**config.mk**
```make
export PLATFORM = sky130hd
export DESIGN_NAME = mem_arbiter_flat
export DESIGN_NICKNAME = d
export VERILOG_FILES = /design/src/rtl/mem_arbiter_if.sv /design/src/rtl/mem_arbiter.sv /design/src/flat_wrapper.sv
export SDC_FILE = /design/constraint.sdc
export NUM_CORES = 1
export LEC_CHECK = 0
export ABC_AREA = 1
export ABC_CLOCK_PERIOD_IN_PS = 4100
export BUFFER_PORTS_ARGS = -buffer_cell sky130_fd_sc_hd__buf_2
export CAP_MARGIN = 20
export CORE_AREA = 2 2 137 139
export DETAILED_ROUTE_END_ITERATION = 6
export DIE_AREA = 0 0 139 141
export HOLD_SLACK_MARGIN = 0.06
export MAX_ROUTING_LAYER = met4
export PLACE_DENSITY_LB_ADDON = 0.12
export REMOVE_ABC_BUFFERS = 1
export SKIP_LAST_GASP = 1
export SYNTH_ARGS = -nofsm -noshare
export SYNTH_HDL_FRONTEND = slang
export SYNTH_SLANG_ARGS = --single-unit
```
**constraint.sdc**
```tcl
create_clock -name clk -period 4.1 [get_ports clk]
set_input_delay 1.025 -clock clk [delete_from_list [all_inputs] [get_ports clk]]
set_output_delay 1.025 -clock clk [all_outputs]
set_load 0.01 [all_outputs]
```
**src/rtl/mem_arbiter_if.sv**
```systemverilog
// Bundle between the packet-memory arbiter, its requesters and the memory port.
// The slave modport is the arbiter's view; master is the requester/memory side.
interface mem_arbiter_if #(
    parameter int NUM_REQ = 3,
    parameter int ADDR_W  = 32,
    parameter int DATA_W  = 32
);
    localparam int IDX_W = (NUM_REQ > 1) ? $clog2(NUM_REQ) : 1;

    logic [NUM_REQ-1:0]        req_ce_i;
    logic [NUM_REQ-1:0]        req_we_i;
    logic [NUM_REQ*ADDR_W-1:0] req_addr_i;
    logic [NUM_REQ*4-1:0]      req_width_i;
    logic [NUM_REQ*DATA_W-1:0] req_data_i;
    logic [NUM_REQ-1:0]        gnt_o;
    logic [DATA_W-1:0]         rdata_o;
    logic                      mem_ce_o;
    logic                      mem_we_o;
    logic [ADDR_W-1:0]         mem_addr_o;
    logic [3:0]                mem_width_o;
    logic [DATA_W-1:0]         mem_data_o;
    logic [DATA_W-1:0]         mem_data_i;
    logic [IDX_W-1:0]          owner_o;
    logic                      busy_o;
    logic                      err_o;
    logic [IDX_W-1:0]          err_id_o;

    modport slave (
        input  req_ce_i, req_we_i, req_addr_i, req_width_i, req_data_i, mem_data_i,
        output gnt_o, rdata_o, mem_ce_o, mem_we_o, mem_addr_o, mem_width_o, mem_data_o,
        output owner_o, busy_o, err_o, err_id_o
    );

    modport master (
        output req_ce_i, req_we_i, req_addr_i, req_width_i, req_data_i, mem_data_i,
        input  gnt_o, rdata_o, mem_ce_o, mem_we_o, mem_addr_o, mem_width_o, mem_data_o,
        input  owner_o, busy_o, err_o, err_id_o
    );
endinterface

```
**src/rtl/mem_arbiter.sv**
```systemverilog
// Round-robin owner of the single packet-memory port; grant locks while the owner holds ce.
// Grant 1 cycle after ce; owner's bundle passes through combinationally; others wait for gnt.
module mem_arbiter #(
    parameter int NUM_REQ  = 3,
    parameter int ADDR_W   = 32,
    parameter int DATA_W   = 32,
    parameter int MAX_HOLD = 1024
) (
    input  logic          clk,
    input  logic          rst,
    mem_arbiter_if.slave  bus
);
    localparam int IDX_W  = (NUM_REQ > 1) ? $clog2(NUM_REQ) : 1;
    localparam int HOLD_W = $clog2(MAX_HOLD + 1);

    typedef enum logic {IDLE, GRANT} state_t;

    state_t             state;
    logic [NUM_REQ-1:0] gnt;
    logic [IDX_W-1:0]   owner;
    logic               busy;
    logic               err;
    logic [IDX_W-1:0]   err_id;
    logic [HOLD_W-1:0]  hold_cnt;

    logic [NUM_REQ-1:0] cand;
    logic [IDX_W-1:0]   pick;
    logic               pick_vld;
    int                 idx;

    // Outside GRANT 'owner' is the last owner, so the scan base is the same register.
    // A releasing owner is masked out so it cannot be regranted at its own release edge.
    always_comb begin
        cand     = bus.req_ce_i;
        pick     = '0;
        pick_vld = 1'b0;
        idx      = 0;
        if (state == GRANT) cand[owner] = 1'b0;
        for (int i = NUM_REQ; i >= 1; i--) begin
            idx = (int'(owner) + i) % NUM_REQ;
            if (cand[idx]) begin
                pick_vld = 1'b1;
                pick     = IDX_W'(idx);
            end
        end
    end

    always_ff @(posedge clk or negedge rst) begin
        if (!rst) begin
            state    <= IDLE;
            gnt      <= '0;
            owner    <= IDX_W'(NUM_REQ - 1);
            busy     <= 1'b0;
            err      <= 1'b0;
            err_id   <= '0;
            hold_cnt <= '0;
        end else begin
            case (state)
                IDLE: begin
                    if (pick_vld) begin
                        state    <= GRANT;
                        gnt      <= NUM_REQ'(1) << pick;
                        owner    <= pick;
                        busy     <= 1'b1;
                        hold_cnt <= '0;
                    end
                end
                GRANT: begin
                    if (!bus.req_ce_i[owner]) begin
                        hold_cnt <= '0;
                        if (pick_vld) begin
                            gnt   <= NUM_REQ'(1) << pick;
                            owner <= pick;
                        end else begin
                            state <= IDLE;
                            gnt   <= '0;
                            busy  <= 1'b0;
                        end
                    end else if (hold_cnt != HOLD_W'(MAX_HOLD)) begin
                        hold_cnt <= hold_cnt + 1'b1;
                        if (hold_cnt == HOLD_W'(MAX_HOLD - 1) && !err) begin
                            err    <= 1'b1;
                            err_id <= owner;
                        end
                    end
                end
                default: state <= IDLE;
            endcase
        end
    end

    // Reset forces state to IDLE asynchronously, which also zeroes the memory side.
    always_comb begin
        bus.mem_ce_o    = 1'b0;
        bus.mem_we_o    = 1'b0;
        bus.mem_addr_o  = '0;
        bus.mem_width_o = '0;
        bus.mem_data_o  = '0;
        if (state == GRANT) begin
            bus.mem_ce_o    = bus.req_ce_i[owner];
            bus.mem_we_o    = bus.req_we_i[owner] & bus.req_ce_i[owner];
            bus.mem_addr_o  = bus.req_addr_i[int'(owner)*ADDR_W +: ADDR_W];
            bus.mem_width_o = bus.req_width_i[int'(owner)*4 +: 4];
            bus.mem_data_o  = bus.req_data_i[int'(owner)*DATA_W +: DATA_W];
        end
    end

    assign bus.rdata_o  = bus.mem_data_i;
    assign bus.gnt_o    = gnt;
    assign bus.owner_o  = owner;
    assign bus.busy_o   = busy;
    assign bus.err_o    = err;
    assign bus.err_id_o = err_id;
endmodule
```
**src/flat_wrapper.sv**
```systemverilog
// flat-port wrapper written by rule: the top's interface ports become plain ports
module mem_arbiter_flat 
#(
    parameter int NUM_REQ  = 3,
    parameter int ADDR_W   = 32,
    parameter int DATA_W   = 32,
    parameter int MAX_HOLD = 1024
)
  (clk, rst, bus_req_ce_i, bus_req_we_i, bus_req_addr_i, bus_req_width_i, bus_req_data_i, bus_mem_data_i, bus_gnt_o, bus_rdata_o, bus_mem_ce_o, bus_mem_we_o, bus_mem_addr_o, bus_mem_width_o, bus_mem_data_o, bus_owner_o, bus_busy_o, bus_err_o, bus_err_id_o);
  mem_arbiter_if #(.NUM_REQ(NUM_REQ), .ADDR_W(ADDR_W), .DATA_W(DATA_W)) bus_i ();
  input  logic clk;
  input  logic rst;
  input wire logic [$bits(bus_i.req_ce_i)-1:0] bus_req_ce_i;
  input wire logic [$bits(bus_i.req_we_i)-1:0] bus_req_we_i;
  input wire logic [$bits(bus_i.req_addr_i)-1:0] bus_req_addr_i;
  input wire logic [$bits(bus_i.req_width_i)-1:0] bus_req_width_i;
  input wire logic [$bits(bus_i.req_data_i)-1:0] bus_req_data_i;
  input wire logic [$bits(bus_i.mem_data_i)-1:0] bus_mem_data_i;
  output wire logic [$bits(bus_i.gnt_o)-1:0] bus_gnt_o;
  output wire logic [$bits(bus_i.rdata_o)-1:0] bus_rdata_o;
  output wire logic [$bits(bus_i.mem_ce_o)-1:0] bus_mem_ce_o;
  output wire logic [$bits(bus_i.mem_we_o)-1:0] bus_mem_we_o;
  output wire logic [$bits(bus_i.mem_addr_o)-1:0] bus_mem_addr_o;
  output wire logic [$bits(bus_i.mem_width_o)-1:0] bus_mem_width_o;
  output wire logic [$bits(bus_i.mem_data_o)-1:0] bus_mem_data_o;
  output wire logic [$bits(bus_i.owner_o)-1:0] bus_owner_o;
  output wire logic [$bits(bus_i.busy_o)-1:0] bus_busy_o;
  output wire logic [$bits(bus_i.err_o)-1:0] bus_err_o;
  output wire logic [$bits(bus_i.err_id_o)-1:0] bus_err_id_o;
  assign bus_i.req_ce_i = bus_req_ce_i;
  assign bus_i.req_we_i = bus_req_we_i;
  assign bus_i.req_addr_i = bus_req_addr_i;
  assign bus_i.req_width_i = bus_req_width_i;
  assign bus_i.req_data_i = bus_req_data_i;
  assign bus_i.mem_data_i = bus_mem_data_i;
  assign bus_gnt_o = bus_i.gnt_o;
  assign bus_rdata_o = bus_i.rdata_o;
  assign bus_mem_ce_o = bus_i.mem_ce_o;
  assign bus_mem_we_o = bus_i.mem_we_o;
  assign bus_mem_addr_o = bus_i.mem_addr_o;
  assign bus_mem_width_o = bus_i.mem_width_o;
  assign bus_mem_data_o = bus_i.mem_data_o;
  assign bus_owner_o = bus_i.owner_o;
  assign bus_busy_o = bus_i.busy_o;
  assign bus_err_o = bus_i.err_o;
  assign bus_err_id_o = bus_i.err_id_o;
  mem_arbiter #(.NUM_REQ(NUM_REQ), .ADDR_W(ADDR_W), .DATA_W(DATA_W), .MAX_HOLD(MAX_HOLD)) u_core (.clk(clk), .rst(rst), .bus(bus_i));
endmodule
```
Yosys cells after proc, flatten, opt, wreduce, memory -nomap -nowiden
Index checks and enable logic that the tools add are counted.
{"block": "word_totals", "regBits": 21}
{"block": "op_classes", "n_addsub": 4, "n_div": 3, "magnitude_cmp": 5, "n_eq_ne": 6, "shifts": 4, "mux": 45, "n_bitwise": 4, "reduce_logical": 7}
{"op": "96-bit by 8-bit indexed part select with 32-bit output", "n": 2}
{"op": "32-bit by 4-bit less-than comparator with 1-bit output, second input constant", "n": 3}
{"op": "32-bit by 3-bit modulo with 32-bit output, second input constant", "n": 3}
{"op": "32-bit two-way mux", "n": 2}
{"op": "11-bit two-way mux", "n": 3}
{"op": "11-bit case mux with 2 select lines", "n": 1}
{"op": "1-bit two-way mux", "n": 19}
{"op": "3-bit two-way mux", "n": 4}
{"op": "12-bit by 5-bit indexed part select with 4-bit output", "n": 1}
{"op": "11-bit by 1-bit adder with 11-bit output, second input constant", "n": 1}
{"op": "11-bit by 10-bit == test with 1-bit output, second input constant", "n": 1}
{"op": "11-bit != test, second input constant", "n": 1}
{"op": "1-bit binary-select mux with 2-bit select", "n": 5}
{"op": "2-bit two-way mux", "n": 5}
{"op": "2-bit by 2-bit adder with 3-bit output, second input constant", "n": 2}
{"op": "3-bit case mux with 2 select lines", "n": 1}
{"op": "4-bit two-way mux", "n": 1}
{"op": "2-bit != test, second input constant", "n": 2}
{"op": "1-bit case mux with 2 select lines", "n": 2}
{"op": "2-bit case mux with 2 select lines", "n": 1}
{"op": "2-bit AND reduction", "n": 2}
{"op": "4-bit AND reduction", "n": 1}
{"op": "2-bit by 1-bit adder with 3-bit output, second input constant", "n": 1}
{"op": "3-bit AND", "n": 1}
{"op": "12 further kinds", "n": 13}

Depth between registers and ports, before layout
{"block": "depth", "ltp_word": 17, "mapped_depth": 15, "ltp_nobuf": 13}

Worst setup path after synthesis
Ideal clock, no wire load.
{"block": "synth_path", "kind": "input to output", "startpoint": "in bus_req_ce_i[0]", "endpoint": "out bus_mem_we_o", "arrival_ns": 1.634, "required_ns": 3.075, "path_slack_ns": 1.441, "cell_stages": 7, "path_buffers": 1, "cell_sequence": "nor2_1 nor2_1 o21ai_1 o21ai_2 buf_6 nand2_4 nor2_1"}
{"block": "synth_via", "elab_chain_cells": 4}
{"element": "from (decl)", "line": "flat_wrapper.sv:13", "source": "input wire logic [$bits(bus_i.req_ce_i)-1:0] bus_req_ce_i;"}
{"element": "1-bit binary-select mux with 2-bit select", "line": "mem_arbiter.sv:101", "source": "bus.mem_we_o = bus.req_we_i[owner] & bus.req_ce_i[owner];"}
{"element": "1-bit two-way mux (not written as such)", "line": "mem_arbiter.sv:101"}
{"element": "1-bit AND", "line": "mem_arbiter.sv:101"}
{"element": "1-bit two-way mux", "line": "mem_arbiter.sv:99", "source": "if (state == GRANT) begin"}
{"element": "to (decl)", "line": "flat_wrapper.sv:22", "source": "output wire logic [$bits(bus_i.mem_we_o)-1:0] bus_mem_we_o;"}
Every way passes these cells. The select of a mux whose other input is x is not followed.

Final worst setup path
{"block": "layout_path", "startpoint": "reg u_core.owner[0] (netlist: u_core.bus.owner_o[0])", "endpoint": "out bus_mem_we_o"}
{"block": "layout_via", "elab_chain_cells": 4, "elab_cells_between_ends": 6, "cone_classes": "mux (5); bitwise (1)"}
{"element": "from (decl)", "line": "mem_arbiter.sv:20", "source": "logic [IDX_W-1:0] owner;"}
{"element": "from (signal assigned)", "line": "mem_arbiter.sv:52", "source": "owner <= IDX_W'(NUM_REQ - 1);"}
{"element": "from (signal assigned)", "line": "mem_arbiter.sv:63", "source": "owner <= pick;"}
{"element": "from (signal assigned)", "line": "mem_arbiter.sv:73", "source": "owner <= pick;"}
{"element": "1-bit binary-select mux with 2-bit select", "line": "mem_arbiter.sv:101"}
{"element": "1-bit two-way mux (not written as such)", "line": "mem_arbiter.sv:101"}
{"element": "1-bit AND *", "line": "mem_arbiter.sv:101"}
{"element": "1-bit two-way mux *", "line": "mem_arbiter.sv:99"}
Mark *: on every way between the ends. The rest lies on a longest branch, timed or not. The select of a mux whose other input is x is not followed.

==> reports/metrics.cfg <==
[synth]
synth-seq-cells=21
syn-cell-area_um2=3440
synth_cell_types=33
syn_avg_cell_area_um2=5.44
synth_edf_count=0
netlist_top_cells_count=150 x nor2_1, 126 x nand2_1, 73 x o21ai_0
synth_ff_type=dfrtp_1
yosys_warnings=0
yosysTopAreaCell=nor2_1
synth_area_leaders=nor2_1 16%, dfrtp_1 15%, nand2_1 14%, o21ai_0 11%, a21oi_1 10%
synthCells=632
synth_most_common_cell=nor2_1
synth-seq-area-share_pct=15.3
synth_async_sr_flop_share_pct=100
synth_top_area_share_pct=16.4

[sta]
drv_slew=0
fmax_mhz=307
hold_viol=0
setup_violations=0
finalCritPeriodShare_pct=79.3
tns_ps=0
fin_ws_ps=847
fin_worst_hold_slack_ps=481
finClkSkew_ps=2.01
maxSlewHeadroom_pct=45.6
rsz0062_at_grt=no
tightestPinTransition_ps=816
fin_crit_ps=3250

[placed_design]
hpwl_um=14000
pre_cts_slack_ps=1020
port_buffers=290
gp_congestion=0.881
dpl-instance-area_um2=4820
place_inst=1088

[critical_path]
path_class=reg2out
crit_arrival_ps=2230
reg2regPathDepth=11
crit_start=u_core.bus.owner_o[0]
r2r-end=u_core.bus.owner_o[0]
rr_startpoint=u_core.bus.owner_o[1]
worst_setup_path_end_kind=output pin
crit_required_ps=3070
reg2reg_slack_ps=1350
worst-path-max-fanout=74
cp-start-kind=register

[drt]
detail_route.wirelength_um=17700
drc_errors=0
viasPerCell=4.37
wire_per_inst_um=16.2
postRouteAntennaNets=0
first_pass_iters=4
drtIter0Drc=200
dr_total_vias=4783

[power_and_ir_drop]
p_per_area_nw_per_um2=552
p_leak_nw=2.56
total_power_mw=2.70
peakVddDrop_mv=0.243

[clocking]
clock_latency_ps=250
cts_tree=built
ctsResizeCount=0
cts-root-buf=clkbuf_16
cts_made_buffers=3
htreeDepth=1
postCtsSetupBuffers=0
holdBufCountCts=0
clock-sinks=21
path_clk_slew_ps=60
clk_path_buf_depth=2

[grt]
grt_max_degree=75
grt_antenna_before_repair=3
track_usage_pct=17.3
grt_pass1_wl_um=26000
grt_pass1_vias=4747
overflow=0

[floorplanning]
fp-row-count=50
die_h_um=141
coreArea_um2=18300
start_util_pct=18.8
die_w_um=139
boundaryPins=355
die_area_um2=19600

[cells_and_area]
final_util_pct=26.8
fin_cells=1095
area_growth_pct=42.7
fin_area_um2=4900
nets=1110
layout-drive-gt1-share_pct=38.2

[hold_path]
whs_endpoint=u_core.bus.err_o
hold_start=u_core.bus.err_o
hold_path.class=reg2reg
holdPathStages=2

[run_status]
status=completed

[run]
cap_violations=0

==> worst max-delay path: stages, from the launching register on <==
cell and delay (ps):
dfrtp_2 380, buf_4 630, nor2_1 110, nor2_1 110, o21ai_1 90, o21ai_2 250, nand2_4 120, nor2_1 120
buf_2 130
==> registers in the layout (all words and copies together), names as in the netlist <==
name / flops
u_core.bus.busy_o: 1
u_core.bus.err_id_o: 2
u_core.bus.err_o: 1
u_core.bus.gnt_o: 3
u_core.bus.owner_o: 2
u_core.hold_cnt: 11
u_core.state: 1
==> power breakdown <==
part           internal (mW)  switching (mW)
clock                  0.131          0.0782
sequential             0.250          0.0474
combinational          0.798            1.40
total                   1.18            1.53
==> worst max path at each step <==
stage	end	slack (ps)	cells after the start
6_report	bus_mem_we_o	850	8
5_1_grt	bus_mem_ce_o	670	8
4_1_cts	bus_mem_we_o	780	8
3_5_place_dp	bus_mem_we_o	1020	6
3_3_place_gp	bus_mem_we_o	1010	6
2_1_floorplan	bus_mem_we_o	320	5
==> placed cells by master (no fill, tap or decap), types with 2 or more instances in the layout <==
master / n
diode_2: 3
o21ai_2: 2
a21oi_1: 69
nor3_1: 7
nand4_1: 5
buf_4: 6
o21ai_1: 8
clkbuf_16: 3
dfrtp_1: 19
nand3_2: 3
nand3_1: 39
buf_2: 290
o21ai_0: 73
nand2_1: 126
nand2_2: 5
inv_1: 21
inv_2: 5
nand3b_1: 2
ha_1: 7
buf_12: 2
nor2_1: 150
nand2_4: 3
==> cells by family (layout without fill, tap and decap cells) <==
logic type / Yosys count / after routing / synth area share (%)
adder cells (fa/ha/maj): 7 / 7 / 2.55
other: 0 / 3 / 0
flip-flops: 21 / 21 / 15.3
buffers and inverters: 103 / 329 / 16.1
XOR/XNOR: 1 / 1 / 0.255
AO/OA/AOI/OAI: 155 / 155 / 23.3
AND/OR/NAND/NOR: 345 / 345 / 42.4
==> cell type report <==
type | instances | area [um^2]
Clock buffer | 3 | 75.1
Inverter | 27 | 104
Fill cell | 2134 | 13400
Timing Repair Buffer | 298 | 1540
Sequential cell | 21 | 528
Clock inverter | 1 | 5.00
Tap cell | 234 | 293
Multi-Input combinational cell | 508 | 2350
Antenna cell | 3 | 7.51
==> layer usage <==
layer | GRT usage [%] | vias up | share of wire [%]
met3 | 5.60 | 10 | 8.2
met1 | 20.1 | 2099 | 41
met4 | 3.51 | 0 | 1.2
met2 | 29.5 | 190 | 50
li1 | - | 2484 | -
met5 | - | - | 0
Power figures use the tool's default switching activity.
